## config.mk

```make
export PLATFORM = sky130hd
export DESIGN_NAME = astro_cart_loader_flat
export DESIGN_NICKNAME = d
export VERILOG_FILES = /design/src/rtl/astro_cart_pkg.sv /design/src/rtl/astro_cart_loader_if.sv /design/src/rtl/astro_cart_size_round.sv /design/src/rtl/astro_cart_loader.sv /design/src/flat_wrapper.sv
export SDC_FILE = /design/constraint.sdc
export NUM_CORES = 1
export LEC_CHECK = 0
export ABC_AREA = 0
export BUFFER_PORTS_ARGS = -buffer_cell sky130_fd_sc_hd__buf_2
export CAP_MARGIN = 20
export CELL_PAD_IN_SITES_DETAIL_PLACEMENT = 0
export CELL_PAD_IN_SITES_GLOBAL_PLACEMENT = 1
export CORE_ASPECT_RATIO = 1.25
export CORE_MARGIN = 4
export CORE_UTILIZATION = 30
export CTS_CLUSTER_DIAMETER = 50
export CTS_CLUSTER_SIZE = 16
export DETAILED_ROUTE_END_ITERATION = 8
export PLACE_DENSITY = 0.73
export SYNTH_ARGS = -nofsm -noshare
export SYNTH_HDL_FRONTEND = slang
export SYNTH_HIERARCHICAL = 1
export SYNTH_SLANG_ARGS = --single-unit
```

## constraint.sdc

```tcl
create_clock -name clk_sys -period 21.3 [get_ports clk_sys]
set_input_delay 2.13 -clock clk_sys [delete_from_list [all_inputs] [get_ports clk_sys]]
set_output_delay 2.13 -clock clk_sys [all_outputs]
set_load 0.005 [all_outputs]
```

## src/rtl/astro_cart_pkg.sv

```systemverilog
// Shared types and helpers for the cartridge loader: state encoding, window size, bank rounding.
package astro_cart_pkg;

    typedef enum logic [1:0] {IDLE, LOAD, FILL, DONE} cart_state_t;

    localparam int CART_MAX_BYTES = 8192;
    localparam int CART_ADDR_W    = 13;

    // Smallest power-of-two bank (>= 2**min_log2, <= window) holding size bytes, returned as bank-1.
    function automatic logic [CART_ADDR_W-1:0] bank_mask(input logic [CART_ADDR_W:0] size,
                                                         input int min_log2);
        logic [CART_ADDR_W:0] bank;
        bank = 14'(1) << min_log2;
        for (int i = 0; i < CART_ADDR_W; i++) begin
            if (bank < size && bank < 14'(CART_MAX_BYTES))
                bank = bank << 1;
        end
        return CART_ADDR_W'(bank - 14'd1);
    endfunction

endpackage

```

## src/rtl/astro_cart_loader_if.sv

```systemverilog
// Loader bus: HPS ioctl stream and core cart address in, dpram port A and load status out.
// Optional cart_sum output present when CART_LOADER_CHECKSUM_EN is defined.
interface astro_cart_loader_if;
    import astro_cart_pkg::*;

    logic                   ioctl_download;
    logic [7:0]             ioctl_index;
    logic                   ioctl_wr;
    logic [24:0]            ioctl_addr;
    logic [7:0]             ioctl_dout;
    logic [CART_ADDR_W-1:0] cpu_addr;
    logic [CART_ADDR_W-1:0] ram_addr;
    logic [7:0]             ram_din;
    logic                   ram_we;
    logic [CART_ADDR_W:0]   cart_size;
    logic                   cart_valid;
    logic                   cart_overflow;
    logic                   busy;
`ifdef CART_LOADER_CHECKSUM_EN
    logic [7:0]             cart_sum;

    modport master (
        output ioctl_download, ioctl_index, ioctl_wr, ioctl_addr, ioctl_dout, cpu_addr,
        input  ram_addr, ram_din, ram_we, cart_size, cart_valid, cart_overflow, busy, cart_sum
    );
    modport slave (
        input  ioctl_download, ioctl_index, ioctl_wr, ioctl_addr, ioctl_dout, cpu_addr,
        output ram_addr, ram_din, ram_we, cart_size, cart_valid, cart_overflow, busy, cart_sum
    );
`else
    modport master (
        output ioctl_download, ioctl_index, ioctl_wr, ioctl_addr, ioctl_dout, cpu_addr,
        input  ram_addr, ram_din, ram_we, cart_size, cart_valid, cart_overflow, busy
    );
    modport slave (
        input  ioctl_download, ioctl_index, ioctl_wr, ioctl_addr, ioctl_dout, cpu_addr,
        output ram_addr, ram_din, ram_we, cart_size, cart_valid, cart_overflow, busy
    );
`endif

endinterface

```

## src/rtl/astro_cart_size_round.sv

```systemverilog
// Combinational mapping of a loaded byte count to its bank size R and address mask R-1.
module astro_cart_size_round
    import astro_cart_pkg::*;
#(
    parameter int MIN_BANK_LOG2 = 11
) (
    input  logic [CART_ADDR_W:0]   i_size,
    output logic [CART_ADDR_W:0]   o_bank_bytes,
    output logic [CART_ADDR_W-1:0] o_bank_mask
);

    always_comb begin
        o_bank_mask  = bank_mask(i_size, MIN_BANK_LOG2);
        o_bank_bytes = {1'b0, o_bank_mask} + 14'd1;
    end

endmodule

```

## src/rtl/astro_cart_loader.sv

```systemverilog
// Cartridge loader: captures the ioctl cart stream into dpram, pads to a power-of-two bank, then mirrors cpu_addr.
// Optional macro CART_LOADER_CHECKSUM_EN adds an 8-bit running sum of every byte written.
module astro_cart_loader
    import astro_cart_pkg::*;
#(
    parameter logic [7:0] CART_INDEX    = 8'd1,
    parameter logic [7:0] FILL_BYTE     = 8'hFF,
    parameter int         MIN_BANK_LOG2 = 11
) (
    input  logic              clk_sys,
    input  logic              reset,
    astro_cart_loader_if.slave bus
);

    cart_state_t            r_state, w_state_next;
    logic                   r_dl_prev, r_we, r_overflow;
    logic [CART_ADDR_W-1:0] r_wr_addr, r_mask, w_bank_mask;
    logic [7:0]             r_wr_data;
    logic [CART_ADDR_W:0]   r_size, r_ptr, w_size_next, w_bank_bytes, w_addr_p1;
    logic                   w_cart, w_rise, w_fall, w_wr_in, w_wr_over, w_fill_we;

    assign w_cart    = (bus.ioctl_index == CART_INDEX);
    assign w_rise    = bus.ioctl_download & ~r_dl_prev & w_cart;
    assign w_fall    = ~bus.ioctl_download & r_dl_prev & w_cart;
    assign w_wr_in   = (r_state == LOAD) & bus.ioctl_wr & w_cart
                       & (bus.ioctl_addr < 25'(CART_MAX_BYTES));
    assign w_wr_over = (r_state == LOAD) & bus.ioctl_wr & w_cart
                       & (bus.ioctl_addr >= 25'(CART_MAX_BYTES));
    assign w_addr_p1 = {1'b0, bus.ioctl_addr[CART_ADDR_W-1:0]} + 14'd1;
    // A write pending from the final LOAD cycle takes the port first; fill waits one cycle.
    assign w_fill_we = (r_state == FILL) & ~r_we & (r_ptr < w_bank_bytes);

    always_comb begin
        w_size_next = r_size;
        if (w_wr_in && (w_addr_p1 > r_size))
            w_size_next = w_addr_p1;
    end

    astro_cart_size_round #(.MIN_BANK_LOG2(MIN_BANK_LOG2)) u_size_round (
        .i_size      (w_size_next),
        .o_bank_bytes(w_bank_bytes),
        .o_bank_mask (w_bank_mask)
    );

    always_ff @(posedge clk_sys) begin
        if (reset) r_state <= IDLE;
        else       r_state <= w_state_next;
    end

    always_comb begin
        w_state_next = r_state;
        case (r_state)
            IDLE: if (w_rise) w_state_next = LOAD;
            LOAD: if (w_fall) w_state_next = (w_size_next == '0) ? IDLE : FILL;
            FILL: begin
                if (w_rise)                             w_state_next = LOAD;
                else if (!r_we && r_ptr >= w_bank_bytes) w_state_next = DONE;
            end
            DONE: if (w_rise) w_state_next = LOAD;
            default: w_state_next = IDLE;
        endcase
    end

    always_ff @(posedge clk_sys) begin
        if (reset) begin
            r_dl_prev  <= 1'b0;
            r_we       <= 1'b0;
            r_wr_addr  <= '0;
            r_wr_data  <= '0;
            r_size     <= '0;
            r_overflow <= 1'b0;
            r_ptr      <= '0;
            r_mask     <= '1;
        end else begin
            r_dl_prev <= bus.ioctl_download;
            r_we      <= w_wr_in;
            r_size    <= w_size_next;
            if (w_wr_in) begin
                r_wr_addr <= bus.ioctl_addr[CART_ADDR_W-1:0];
                r_wr_data <= bus.ioctl_dout;
            end
            if (w_wr_over)
                r_overflow <= 1'b1;
            if (r_state == LOAD && w_fall && w_size_next != '0) begin
                r_mask <= w_bank_mask;
                r_ptr  <= w_size_next;
            end
            if (w_fill_we)
                r_ptr <= r_ptr + 14'd1;
            if (w_rise && r_state != LOAD) begin
                r_size     <= '0;
                r_overflow <= 1'b0;
            end
        end
    end

`ifdef CART_LOADER_CHECKSUM_EN
    logic [7:0] r_sum;

    always_ff @(posedge clk_sys) begin
        if (reset)                          r_sum <= '0;
        else if (w_rise && r_state != LOAD) r_sum <= '0;
        else if (w_wr_in)                   r_sum <= r_sum + bus.ioctl_dout;
        else if (w_fill_we)                 r_sum <= r_sum + FILL_BYTE;
    end

    assign bus.cart_sum = r_sum;
`endif

    always_comb begin
        bus.ram_we        = r_we | w_fill_we;
        bus.ram_din       = w_fill_we ? FILL_BYTE : r_wr_data;
        bus.cart_size     = r_size;
        bus.cart_valid    = (r_state == DONE);
        bus.cart_overflow = r_overflow;
        bus.busy          = (r_state == LOAD) || (r_state == FILL);
        if (r_we || r_state == LOAD) bus.ram_addr = r_wr_addr;
        else if (r_state == FILL)    bus.ram_addr = r_ptr[CART_ADDR_W-1:0];
        else                         bus.ram_addr = bus.cpu_addr & r_mask;
    end

endmodule

```

## src/flat_wrapper.sv

```systemverilog
// flat-port wrapper written by rule: the top's interface ports become plain ports
module astro_cart_loader_flat import astro_cart_pkg::*;
#(
    parameter logic [7:0] CART_INDEX    = 8'd1,
    parameter logic [7:0] FILL_BYTE     = 8'hFF,
    parameter int         MIN_BANK_LOG2 = 11
)
  (clk_sys, reset, bus_ioctl_download, bus_ioctl_index, bus_ioctl_wr, bus_ioctl_addr, bus_ioctl_dout, bus_cpu_addr, bus_ram_addr, bus_ram_din, bus_ram_we, bus_cart_size, bus_cart_valid, bus_cart_overflow, bus_busy);
  astro_cart_loader_if bus_i ();
  input  logic clk_sys;
  input  logic reset;
  input wire logic [$bits(bus_i.ioctl_download)-1:0] bus_ioctl_download;
  input wire logic [$bits(bus_i.ioctl_index)-1:0] bus_ioctl_index;
  input wire logic [$bits(bus_i.ioctl_wr)-1:0] bus_ioctl_wr;
  input wire logic [$bits(bus_i.ioctl_addr)-1:0] bus_ioctl_addr;
  input wire logic [$bits(bus_i.ioctl_dout)-1:0] bus_ioctl_dout;
  input wire logic [$bits(bus_i.cpu_addr)-1:0] bus_cpu_addr;
  output wire logic [$bits(bus_i.ram_addr)-1:0] bus_ram_addr;
  output wire logic [$bits(bus_i.ram_din)-1:0] bus_ram_din;
  output wire logic [$bits(bus_i.ram_we)-1:0] bus_ram_we;
  output wire logic [$bits(bus_i.cart_size)-1:0] bus_cart_size;
  output wire logic [$bits(bus_i.cart_valid)-1:0] bus_cart_valid;
  output wire logic [$bits(bus_i.cart_overflow)-1:0] bus_cart_overflow;
  output wire logic [$bits(bus_i.busy)-1:0] bus_busy;
  assign bus_i.ioctl_download = bus_ioctl_download;
  assign bus_i.ioctl_index = bus_ioctl_index;
  assign bus_i.ioctl_wr = bus_ioctl_wr;
  assign bus_i.ioctl_addr = bus_ioctl_addr;
  assign bus_i.ioctl_dout = bus_ioctl_dout;
  assign bus_i.cpu_addr = bus_cpu_addr;
  assign bus_ram_addr = bus_i.ram_addr;
  assign bus_ram_din = bus_i.ram_din;
  assign bus_ram_we = bus_i.ram_we;
  assign bus_cart_size = bus_i.cart_size;
  assign bus_cart_valid = bus_i.cart_valid;
  assign bus_cart_overflow = bus_i.cart_overflow;
  assign bus_busy = bus_i.busy;
  astro_cart_loader #(.CART_INDEX(CART_INDEX), .FILL_BYTE(FILL_BYTE), .MIN_BANK_LOG2(MIN_BANK_LOG2)) u_core (.clk_sys(clk_sys), .reset(reset), .bus(bus_i));
endmodule
```

==> results.txt, run 1 <==
Worst hold slack -> 0.457 ns
Max VDD drop -> 0.0446 mV
Routed wire per std cell -> 15.3 µm
Routed wire length -> 19700 µm
Initial core utilization -> 30.7%
TritonCTS clock tree -> built
Crit path max fanout -> 5
Number of buffers and inverters on the critical path -> 15
Gpl congestion -> 0.857
Initial DRC count -> 224
Leakage -> 4.07 nW
Post-synth EDFFs -> 0
Vias per cell -> 4.88
Final hold viol count -> 0
Ys async rst share -> 0%
CTS root buffer -> clkbuf_16
Synthesized instance count -> 800
# diodes -> 0
CP dominant cell by count -> ha_4
Post-layout nets -> 1142
Endpoints failing setup -> 5
Die width -> 137 µm
Post-route ant nets -> 0
Relative slew margins -> 44.7%
GRT Util Overall -> 16.7%
DRT Pass-1 Iters -> 4
DR vias -> 6279
Hold Crit Start -> u_core/bus.cart_overflow
Main flop type after synthesis -> dfxtp_1
Synthesized flop and latch total -> 67
CP startpoint kind -> input port
Post-layout min period -> 21.30 ns
Worst Setup SP -> bus_ioctl_addr[5]
Fin crit share -> 100%
First-pass GRT wire length -> 30800 µm
Slew Limit Fails -> 0
Distinct cell type count after synthesis -> 87
Failing checks -> negative setup slack
Arr. time, crit path -> 19.17 ns
Setup TNS -> -0.0128 ns
RR Startpoint -> u_core/bus.cart_size[4]
Status -> complete, but fails checks
Worst path max stage delay -> 0.45 ns
Area growth syn-to-layout -> 42.6%
Largest net degree at the start of global routing -> 42
Num CTS Buffers -> 9
Worst setup EP type -> output pin
Critical-path top delay cell -> o41a_1
Worst setup margin -> -0.00381 ns
Hold Crit Class -> reg -> reg
CTS sink cnt -> 67
# DRC -> 0
Avg Inst Size Synth -> 7.81 µm²
Vias in the first global route -> 6253
Dpl hpwl -> 14900 µm
Mapped Area -> 6250 µm²
# hold bufs at CTS -> 0
Layout Skew -> 0.00776 ns
Initial antenna violation count -> 0
DIE AREA -> 23200 µm²
Die H -> 169 µm
CP Data Required Time -> 19.17 ns
Worst-Skew Late Latency -> 0.35 ns
Register area share after synthesis -> 21.5%
Core area -> 20300 µm²
GRT overflow -> 0
Synth warn -> 6
Pwr per Cell Area -> 37.7 nW/µm²
Delay-heaviest family, CP -> compound AO/OA/AOI/OAI gates
Max-cap viol count -> 0
Crit path kind -> in -> out
Top Ports -> 97
RSZ-0062 raised after global routing -> true
Port Buffers -> 96
Final Power -> 336 µW
H-Tree Level Count -> 3
Worst Tran Pin Value -> 0.827 ns
Layout cell share with drive strength beyond 1 -> 38.1%
Row count -> 58
FMAX -> 0.0469 GHz
Reg clk slew, reported paths -> 0.06 ns
CTS max path bufs -> 2
## cell usage in the layout, fill, tap and decap left out, types with 7 or more instances in the layout
| cell | count |
|---|---|
| xnor2_1 | 7 |
| inv_1 | 59 |
| inv_2 | 10 |
| o21ai_0 | 23 |
| conb_1 | 22 |
| a21oi_2 | 16 |
| nor2b_1 | 9 |
| mux2i_1 | 40 |
| a21oi_1 | 30 |
| a21o_1 | 9 |
| nor2_2 | 7 |
| clkbuf_16 | 9 |
| o21ai_1 | 14 |
| nand3_1 | 22 |
| dfxtp_1 | 67 |
| nand2_1 | 79 |
| nand2b_4 | 9 |
| buf_2 | 81 |
| buf_4 | 134 |
| nand4_1 | 12 |
| nor2_1 | 72 |
| nand3b_1 | 14 |
| ha_1 | 59 |
| a31oi_1 | 13 |
| nor4_1 | 11 |
| buf_6 | 18 |
| ha_4 | 13 |
## cell type report
cell class / instances / area (µm²)
sequential: 67 / 1340
multi-input combinational: 631 / 5030
inverter: 69 / 259
clock inverter: 7 / 104
fill: 2054 / 11400
tap: 270 / 338
timing repair buffer: 233 / 1610
clock buffer: 9 / 225
## where the power goes
group / leakage (nW) / total [mW] / switching, mW / internal (mW)
Sequential: 0.540 / 0.126 / 0.000337 / 0.126
Clock: 0.162 / 0.168 / 0.0638 / 0.105
Combinational: 3.37 / 0.0417 / 0.0228 / 0.0189
## metal layers
| metal | part of all wire (%) | track usage, % | up-vias |
|---|---|---|---|
| li1 | - | - | 3197 |
| met1 | 44 | 20.6 | 2907 |
| met2 | 49 | 28.8 | 144 |
| met3 | 4.5 | 3.38 | 31 |
| met4 | 2.2 | 5.60 | 0 |
| met5 | 0 | 0 | - |
## tightest hold or removal path, stage by stage (launching register included)
cell	delay [ns]
dfxtp_1	0.32
a21oi_1	0.04
nor2_1	0.06
## metrics by stage
step	cells	worst slack, ns	util [%]	instance area, µm²
final	1286	-0.00381	43.8	8910
after detailed placement	1225	-0.312	38.2	7760
after global routing	1286	-1.03	43.8	8910
after floorplan	820	-0.0787	-	6660
after CTS	1270	0.00527	41.7	8480
after global placement	1224	0.0386	38.1	7750
## worst paths after layout
kind | end | slack (ns) | cells past startpoint
min reg2reg | u_core/bus.cart_overflow | 0.46 | 2
max reg2reg | u_core/r_ptr[9] | 3.31 | 106
max | bus_ram_din[7] | -0.004 | 105
min | u_core/bus.cart_overflow | 0.46 | 2
## synthesized netlist by cell type, types with 8 or more instances
library cell,count,area [µm²]
nand3_1,24,120
clkbuf_1,16,60.1
ha_1,73,913
a31oi_1,14,87.6
nand4_1,12,75.1
o21ai_1,10,50.1
dfxtp_1,67,1340
o21ai_0,30,150
nand2b_1,11,68.8
nand3b_1,14,105
inv_1,65,244
nor2b_1,11,68.8
a21o_1,9,67.6
nor4_1,12,75.1
and3_1,8,50.1
nor2_1,84,315
nand2_1,82,308
nor3_1,8,40.0
a21oi_1,46,230
mux2i_1,43,430
xnor2_1,10,87.6
buf_4,27,203
## kinds of logic (layout without fill, tap and decap cells)
group,Yosys count,in the layout,synth area share (%)
muxes,45,45,7.25
AOI/OAI and AO/OA,166,166,18.8
DFF,67,67,21.5
xor gates and xnor gates,17,17,2.38
and+or+nand+nor,307,308,25.2
other,2,22,0.120
buffers and inverters,123,318,10.1
adders and majority gates,73,73,14.6
## state kept, by name, summed over array words and instances, names as in the netlist
| name | flops |
|---|---|
| u_core/bus.cart_overflow | 1 |
| u_core/r_dl_prev | 1 |
| u_core/bus.cart_size | 14 |
| u_core/r_wr_data | 8 |
| u_core/r_ptr | 14 |
| u_core/r_mask | 13 |
| u_core/r_wr_addr | 13 |
| u_core/r_state | 2 |
| u_core/r_we | 1 |
## timing repair
| item | CTS | global route |
|---|---|---|
| cloned | 1 | 0 |
| endpoints found under the setup margin | 9 | 10 |
| resized for setup | 33 | 61 |
| pin swaps | 51 | 80 |
| buffers inserted | 28 | 16 |
(Power assumes the default switching activity.)
==> inputs of run 2 (changes only) <==
--- a/config.mk
+++ b/config.mk
@@ -6,7 +6,6 @@
 export NUM_CORES = 1
 export LEC_CHECK = 0
 export ABC_AREA = 0
-export BUFFER_PORTS_ARGS = -buffer_cell sky130_fd_sc_hd__buf_2
 export CAP_MARGIN = 20
 export CELL_PAD_IN_SITES_DETAIL_PLACEMENT = 0
 export CELL_PAD_IN_SITES_GLOBAL_PLACEMENT = 1
@@ -16,7 +15,8 @@
 export CTS_CLUSTER_DIAMETER = 50
 export CTS_CLUSTER_SIZE = 16
 export DETAILED_ROUTE_END_ITERATION = 8
-export PLACE_DENSITY = 0.73
+export DONT_BUFFER_PORTS = 1
+export PLACE_DENSITY = 0.67
 export SYNTH_ARGS = -nofsm -noshare
 export SYNTH_HDL_FRONTEND = slang
 export SYNTH_HIERARCHICAL = 1
==> results.txt, run 2 (same netlist as run 1, synthesis figures left out) <==
Die H -> 169 µm (unchanged)
# DRC -> 0 (unchanged)
Num CTS Buffers -> 9 (unchanged)
Layout Skew -> 0.00431 ns (-0.00346 ns)
Reg clk slew, reported paths -> 0.05 ns (about the same)
Post-layout nets -> 1037 (-9.2%)
GRT Util Overall -> 16.4% (-0.29 points)
DIE AREA -> 23200 µm² (unchanged)
Crit path kind -> in -> out
Hold Crit Class -> reg -> reg
Initial antenna violation count -> 0 (unchanged)
Port Buffers -> 0 (-100%)
Core area -> 20300 µm² (unchanged)
Final hold viol count -> 0 (unchanged)
Initial core utilization -> 30.7% (unchanged)
Worst setup EP type -> output pin
Fin crit share -> 101% (+0.58 points)
TritonCTS clock tree -> built
Endpoints failing setup -> 9 (+4)
Die width -> 137 µm (unchanged)
Max-cap viol count -> 0 (unchanged)
GRT overflow -> 0 (unchanged)
Setup TNS -> -0.797 ns (-0.784 ns)
Pwr per Cell Area -> 36.4 nW/µm² (-3.5%)
Crit path max fanout -> 6 (+1)
Sequential power share -> 41.2% (+3.7 points)
Worst-Skew Late Latency -> 0.33 ns (-0.02 ns)
Failing checks -> negative setup slack
Vias in the first global route -> 5902 (-5.6%)
Routed wire length -> 19600 µm (-0.58%)
Leakage -> 3.57 nW (-12%)
# hold bufs at CTS -> 0 (unchanged)
Cell internal pwr -> 230 µW (-7.8%)
Top Ports -> 97 (unchanged)
Clock Power Share -> 48.7% (-1.4 points)
H-Tree Level Count -> 3 (unchanged)
# diodes -> 0 (unchanged)
Worst Tran Pin Value -> 0.983 ns (+0.157 ns)
Most common cell after layout, fill and taps aside -> buf_4
Post-layout min period -> 21.43 ns (+0.124 ns)
Delay-heaviest family, CP -> compound AO/OA/AOI/OAI gates
Number of buffers and inverters on the critical path -> 13 (-2)
Slew Limit Fails -> 0 (unchanged)
DR vias -> 5939 (-5.4%)
Logic pwr share -> 10.1% (-2.3 points)
Post-route ant nets -> 0 (unchanged)
Final Power -> 306 µW (-9.0%)
FMAX -> 0.0467 GHz (-0.58%)
Max VDD drop -> 0.0429 mV (-4.0%)
Critical-path top delay cell -> o41a_1
Largest net degree at the start of global routing -> 42 (unchanged)
CP startpoint kind -> input port
CTS root buffer -> clkbuf_16
Switching Share -> 24.9% (-0.94 points)
DRT Pass-1 Iters -> 4 (unchanged)
CP Data Required Time -> 19.17 ns (about the same)
Initial DRC count -> 270 (+21%)
Relative slew margins -> 34.4% (-10 points)
Layout cell share with drive strength beyond 1 -> 32.5% (-5.6 points)
Switch Pwr -> 76.3 µW (-12%)
Most frequent cells in the layout -> buf_4 (118), nand2_1 (78), nor2_1 (73)
Routed wire per std cell -> 16.6 µm (+8.3%)
CTS sink cnt -> 67 (unchanged)
Arr. time, crit path -> 19.30 ns (+0.13 ns)
Row count -> 58 (unchanged)
Dpl hpwl -> 14500 µm (-2.7%)
Worst path max stage delay -> 0.47 ns (+0.02 ns)
Gpl congestion -> 0.848 (-1.1%)
Worst setup margin -> -0.128 ns (-0.124 ns)
First-pass GRT wire length -> 30300 µm (-1.7%)
Area growth syn-to-layout -> 34.5%
Vias per cell -> 5.03 (+3.0%)
Post-layout util -> 41.4% (-2.5 points)
CTS max path bufs -> 2 (unchanged)
Status -> complete, but fails checks
RSZ-0062 raised after global routing -> true
==> run 2: cell count changes in the layout (fill, tap and decap cells not counted), moves of 3 or more <==
| cell | change |
|---|---|
| a21oi_2 | -4 |
| a21oi_4 | +4 |
| buf_2 | -81 |
| buf_4 | -16 |
| buf_6 | -8 |
| clkinv_2 | +3 |
| ha_1 | -5 |
| ha_4 | +5 |
| inv_6 | -5 |
| nor2_4 | -3 |
==> run 2: layout make-up <==
cell class / instances / area (µm²)
Clock inverter: 7 / 68.8
Timing Repair Buffer: 128 / 998
Multi-Input combinational cell: 631 / 5170
Tap cell: 270 / 338
Fill cell: 2098 / 11900
Sequential cell: 67 / 1340
Inverter: 69 / 259
Clock buffer: 9 / 225
==> run 2: repair_timing <==
| item | 4_1_cts | 5_1_grt |
|---|---|---|
| resized for setup | 30 | 70 |
| setup buffers | 35 | 17 |
| cloned | 1 | 0 |
| endpoints found under the setup margin | 9 | 21 |
| pin swaps | 51 | 59 |
==> run 2: layer usage <==
metal | GRT usage (%) | vias up | share of wire, %
li1 | - | 2999 | -
met1 | 20.7 | 2790 | 44
met2 | 28.1 | 127 | 49
met3 | 3.20 | 23 | 4.6
met4 | 4.95 | 0 | 1.8
met5 | 0 | - | 0
==> run 2: path summary, 6_finish.rpt <==
check | from | end | slack, ns | cells after the start
worst max-delay path | bus_ioctl_addr[5] | bus_ram_din[2] | -0.13 | 100
worst max register to register | u_core/bus.cart_size[4] | u_core/r_ptr[11] | 3.08 | 101
worst min register to register | u_core/r_mask[1] | u_core/r_mask[1] | 0.47 | 2
worst min-delay path | u_core/r_mask[1] | u_core/r_mask[1] | 0.47 | 2
==> run 2: power by group through the flow <==
stage | clock network [mW] | registers (mW) | logic, mW
after floorplan | 0 | 0.129 | 0.0246
after global placement | 0 | 0.129 | 0.0258
after detailed placement | 0 | 0.129 | 0.0259
after CTS | 0.152 | 0.126 | 0.0275
after global routing | 0.157 | 0.126 | 0.0354
final | 0.149 | 0.126 | 0.0310
==> run 2: tightest hold or removal path, stage by stage, from the launching register on <==
cell and delay (ns):
dfxtp_1 0.32, mux2i_1 0.07, nand2_1 0.06
==> run 2: through the flow <==
| stage | setup WS (ns) | hold WS [ns] | area [µm²] | std cells |
|---|---|---|---|---|
| finish | -0.128 | 0.474 | 8410 | 1181 |
| global placement | -0.230 | 0.455 | 7150 | 1112 |
| CTS | 0.00260 | 0.479 | 7890 | 1165 |
| global route | -1.17 | 0.505 | 8410 | 1181 |
| floorplan | -0.0787 | 0.444 | 6660 | 820 |
| detailed placement | -0.325 | 0.463 | 7160 | 1113 |
==> inputs of run 3 (changes only) <==
--- a/config.mk
+++ b/config.mk
@@ -16,7 +16,8 @@
 export CTS_CLUSTER_SIZE = 16
 export DETAILED_ROUTE_END_ITERATION = 8
 export DONT_BUFFER_PORTS = 1
-export PLACE_DENSITY = 0.67
+export GPL_ROUTABILITY_DRIVEN = 0
+export PLACE_DENSITY = 0.65
 export SYNTH_ARGS = -nofsm -noshare
 export SYNTH_HDL_FRONTEND = slang
 export SYNTH_HIERARCHICAL = 1
==> constraint.sdc (replaced) <==
create_clock -name clk_sys -period 22.6 [get_ports clk_sys]
set_input_delay 4.52 -clock clk_sys [delete_from_list [all_inputs] [get_ports clk_sys]]
set_output_delay 4.52 -clock clk_sys [all_outputs]
set_load 0.005 [all_outputs]
==> results.txt, run 3 (same netlist as run 1, synthesis figures left out) <==
Status -> complete, but fails checks
Failing checks -> negative setup slack
Hold Path Stages -> 2 (unchanged)
Pwr per Cell Area -> 34.1 nW/µm² (-6.3%)
Worst-Skew Late Latency -> 0.34 ns (about the same)
Most common cell after layout, fill and taps aside -> buf_4
Core area -> 20300 µm² (unchanged)
CTS sink cnt -> 67 (unchanged)
Vias per cell -> 4.99 (-0.85%)
Crit path kind -> in -> out
Register area -> 1340 µm² (unchanged)
First-pass GRT wire length -> 31300 µm (+3.1%)
Top Ports -> 97 (unchanged)
Port Buffers -> 0 (unchanged)
Reg clk slew, reported paths -> 0.06 ns (about the same)
Fill cells -> 2087 (-0.52%)
CP Data Required Time -> 18.08 ns (-1.09 ns)
Hold Crit Start -> u_core/r_mask[8]
Slew Limit Fails -> 0 (unchanged)
Uppermost layer routed -> met4
Crit path max fanout -> 7 (+1)
Routed wire per std cell -> 16.5 µm (-0.81%)
Initial antenna violation count -> 0 (unchanged)
RR Startpoint -> u_core/bus.cart_size[4]
Hold Crit Class -> reg -> reg
Most frequent cells in the layout -> buf_4 (149), nand2_1 (73), dfxtp_1 (67)
Arr. time, crit path -> 21.65 ns (+2.35 ns)
Worst setup EP type -> output pin
RSZ-0062 raised after global routing -> true
Worst Tran Pin Value -> 0.982 ns (-0.000814 ns)
Die H -> 169 µm (unchanged)
Endpoints failing setup -> 9 (unchanged)
Hold Path Sink -> u_core/r_mask[8]
Final Power -> 296 µW (-3.3%)
Final hold viol count -> 0 (unchanged)
DRT Pass-1 Iters -> 4 (unchanged)
Routed wire length -> 20000 µm (+1.9%)
Largest net degree at the start of global routing -> 42 (unchanged)
GRT overflow -> 0 (unchanged)
Area growth syn-to-layout -> 38.9%
Vias in the first global route -> 5962 (+1.0%)
Dpl hpwl -> 15200 µm (+5.0%)
Met3 WL -> 1020 µm (+13%)
Layout cell share with drive strength beyond 1 -> 36.1% (+3.6 points)
DR vias -> 6048 (+1.8%)
DIE AREA -> 23200 µm² (unchanged)
Layout Skew -> 0.00678 ns (+0.00247 ns)
# DRC -> 0 (unchanged)
H-Tree Level Count -> 3 (unchanged)
CTS max path bufs -> 2 (unchanged)
Num CTS Buffers -> 9 (unchanged)
Placed Area -> 7420 µm² (+3.6%)
Worst hold slack -> 0.475 ns (+0.00112 ns)
DR WL met2 -> 9850 µm (+1.9%)
Post-layout nets -> 1069 (+3.1%)
Initial core utilization -> 30.7% (unchanged)
CTS root buffer -> clkbuf_16
CP startpoint kind -> input port
Critical-path top delay cell -> or4_4
R2R cell count -> 104 (+3.0%)
Fin crit share -> 116%
FF-to-FF End -> u_core/r_ptr[3]
Post-layout min period -> 26.17 ns
Leakage -> 3.75 nW (+5.1%)
FMAX -> 0.0382 GHz
Relative slew margins -> 34.5% (+0.054 points)
Internal reg-to-reg setup slack -> 4.54 ns (+1.46 ns)
Finished Layout Cells -> 1213 (+2.7%)
Worst setup margin -> -3.57 ns (-3.44 ns)
TritonCTS clock tree -> built
Inst Count DP -> 1148 (+3.1%)
Row count -> 58 (unchanged)
Initial DRC count -> 333 (+23%)
Max VDD drop -> 0.0495 mV (+16%)
Max-cap viol count -> 0 (unchanged)
Final instance area -> 8680 µm² (+3.2%)
GRT Util Overall -> 17.0% (+0.56 points)
# diodes -> 0 (unchanged)
CP dominant cell by count -> ha_1
Die width -> 137 µm (unchanged)
Post-route ant nets -> 0 (unchanged)
Worst path max stage delay -> 0.52 ns (+0.05 ns)
Post-Route M1 WL -> 8830 µm (+1.9%)
Multi-input gate area -> 5170 µm² (about the same)
[run 3: cell count changes in the layout (fill, tap and decap cells not counted), moves of 5 or more]
cell     previous run  this run
buf_4             118       149
ha_4               18        10
nor2_1             73        66
ha_1               54        60
nor2_2              9        15
nand2_1            78        73
[run 3: final cells by class]
type / count / share of cell area [%]
Clock buffer: 9 / 2.60
Clock inverter: 7 / 0.937
Inverter: 69 / 3.01
Multi-Input combinational cell: 631 / 59.6
Sequential cell: 67 / 15.5
Tap cell: 270 / 3.89
Timing Repair Buffer: 160 / 14.5
[run 3: worst max-delay path by stage]
stage / cells after the start / startpoint / slack, ns / to
CTS: 101 / bus_ioctl_addr[2] / -3.69 / bus_ram_din[0]
finish: 103 / bus_ioctl_addr[5] / -3.57 / bus_ram_din[6]
floorplan: 109 / bus_ioctl_addr[3] / -3.56 / bus_ram_din[0]
detailed placement: 97 / bus_ioctl_addr[5] / -3.84 / bus_ram_din[0]
global route: 103 / bus_ioctl_addr[5] / -4.51 / bus_ram_din[3]
global placement: 98 / bus_ioctl_addr[1] / -3.69 / bus_ram_din[0]
[run 3: per-layer routing]
layer | GRT usage (%) | vias to the layer above
met2 | 29.0 | 123
met4 | 3.65 | 0
met3 | 4.21 | 15
met5 | 0 | -
li1 | - | 3062
met1 | 21.6 | 2848
[run 3: timing repair]
| item | CTS | global route |
|---|---|---|
| pin swaps | 74 | 110 |
| gates resized for setup | 25 | 96 |
| hold buffers | 0 | 0 |
| setup buffers | 29 | 22 |
| setup endpoints to repair | 9 | 25 |
| gates cloned | 1 | 0 |
[run 3: metrics by stage]
| stage | utilization [%] | setup slack [ns] | setup TNS, ns |
|---|---|---|---|
| after floorplan | - | -3.56 | -31.54 |
| after global placement | 36.5 | -3.69 | -32.88 |
| after detailed placement | 36.5 | -3.84 | -34.23 |
| after CTS | 39.7 | -3.69 | -32.86 |
| after global routing | 42.7 | -4.51 | -44.87 |
| final | 42.7 | -3.57 | -31.65 |
[run 3: where the power goes]
group	internal [mW]	switching, mW
Sequential	0.118	0.000327
Clock	0.0874	0.0608
Combinational	0.0128	0.0161
Total	0.219	0.0772
[run 3: worst max-delay path, delay by kind of cell]
kind            cells  cell delay (ns)
compound gates     36             5.99
xor+xnor            2             0.29
fa+ha+maj          16             4.25
buf+inv            10             1.04
mux                 2             0.56
simple gates       37             4.96
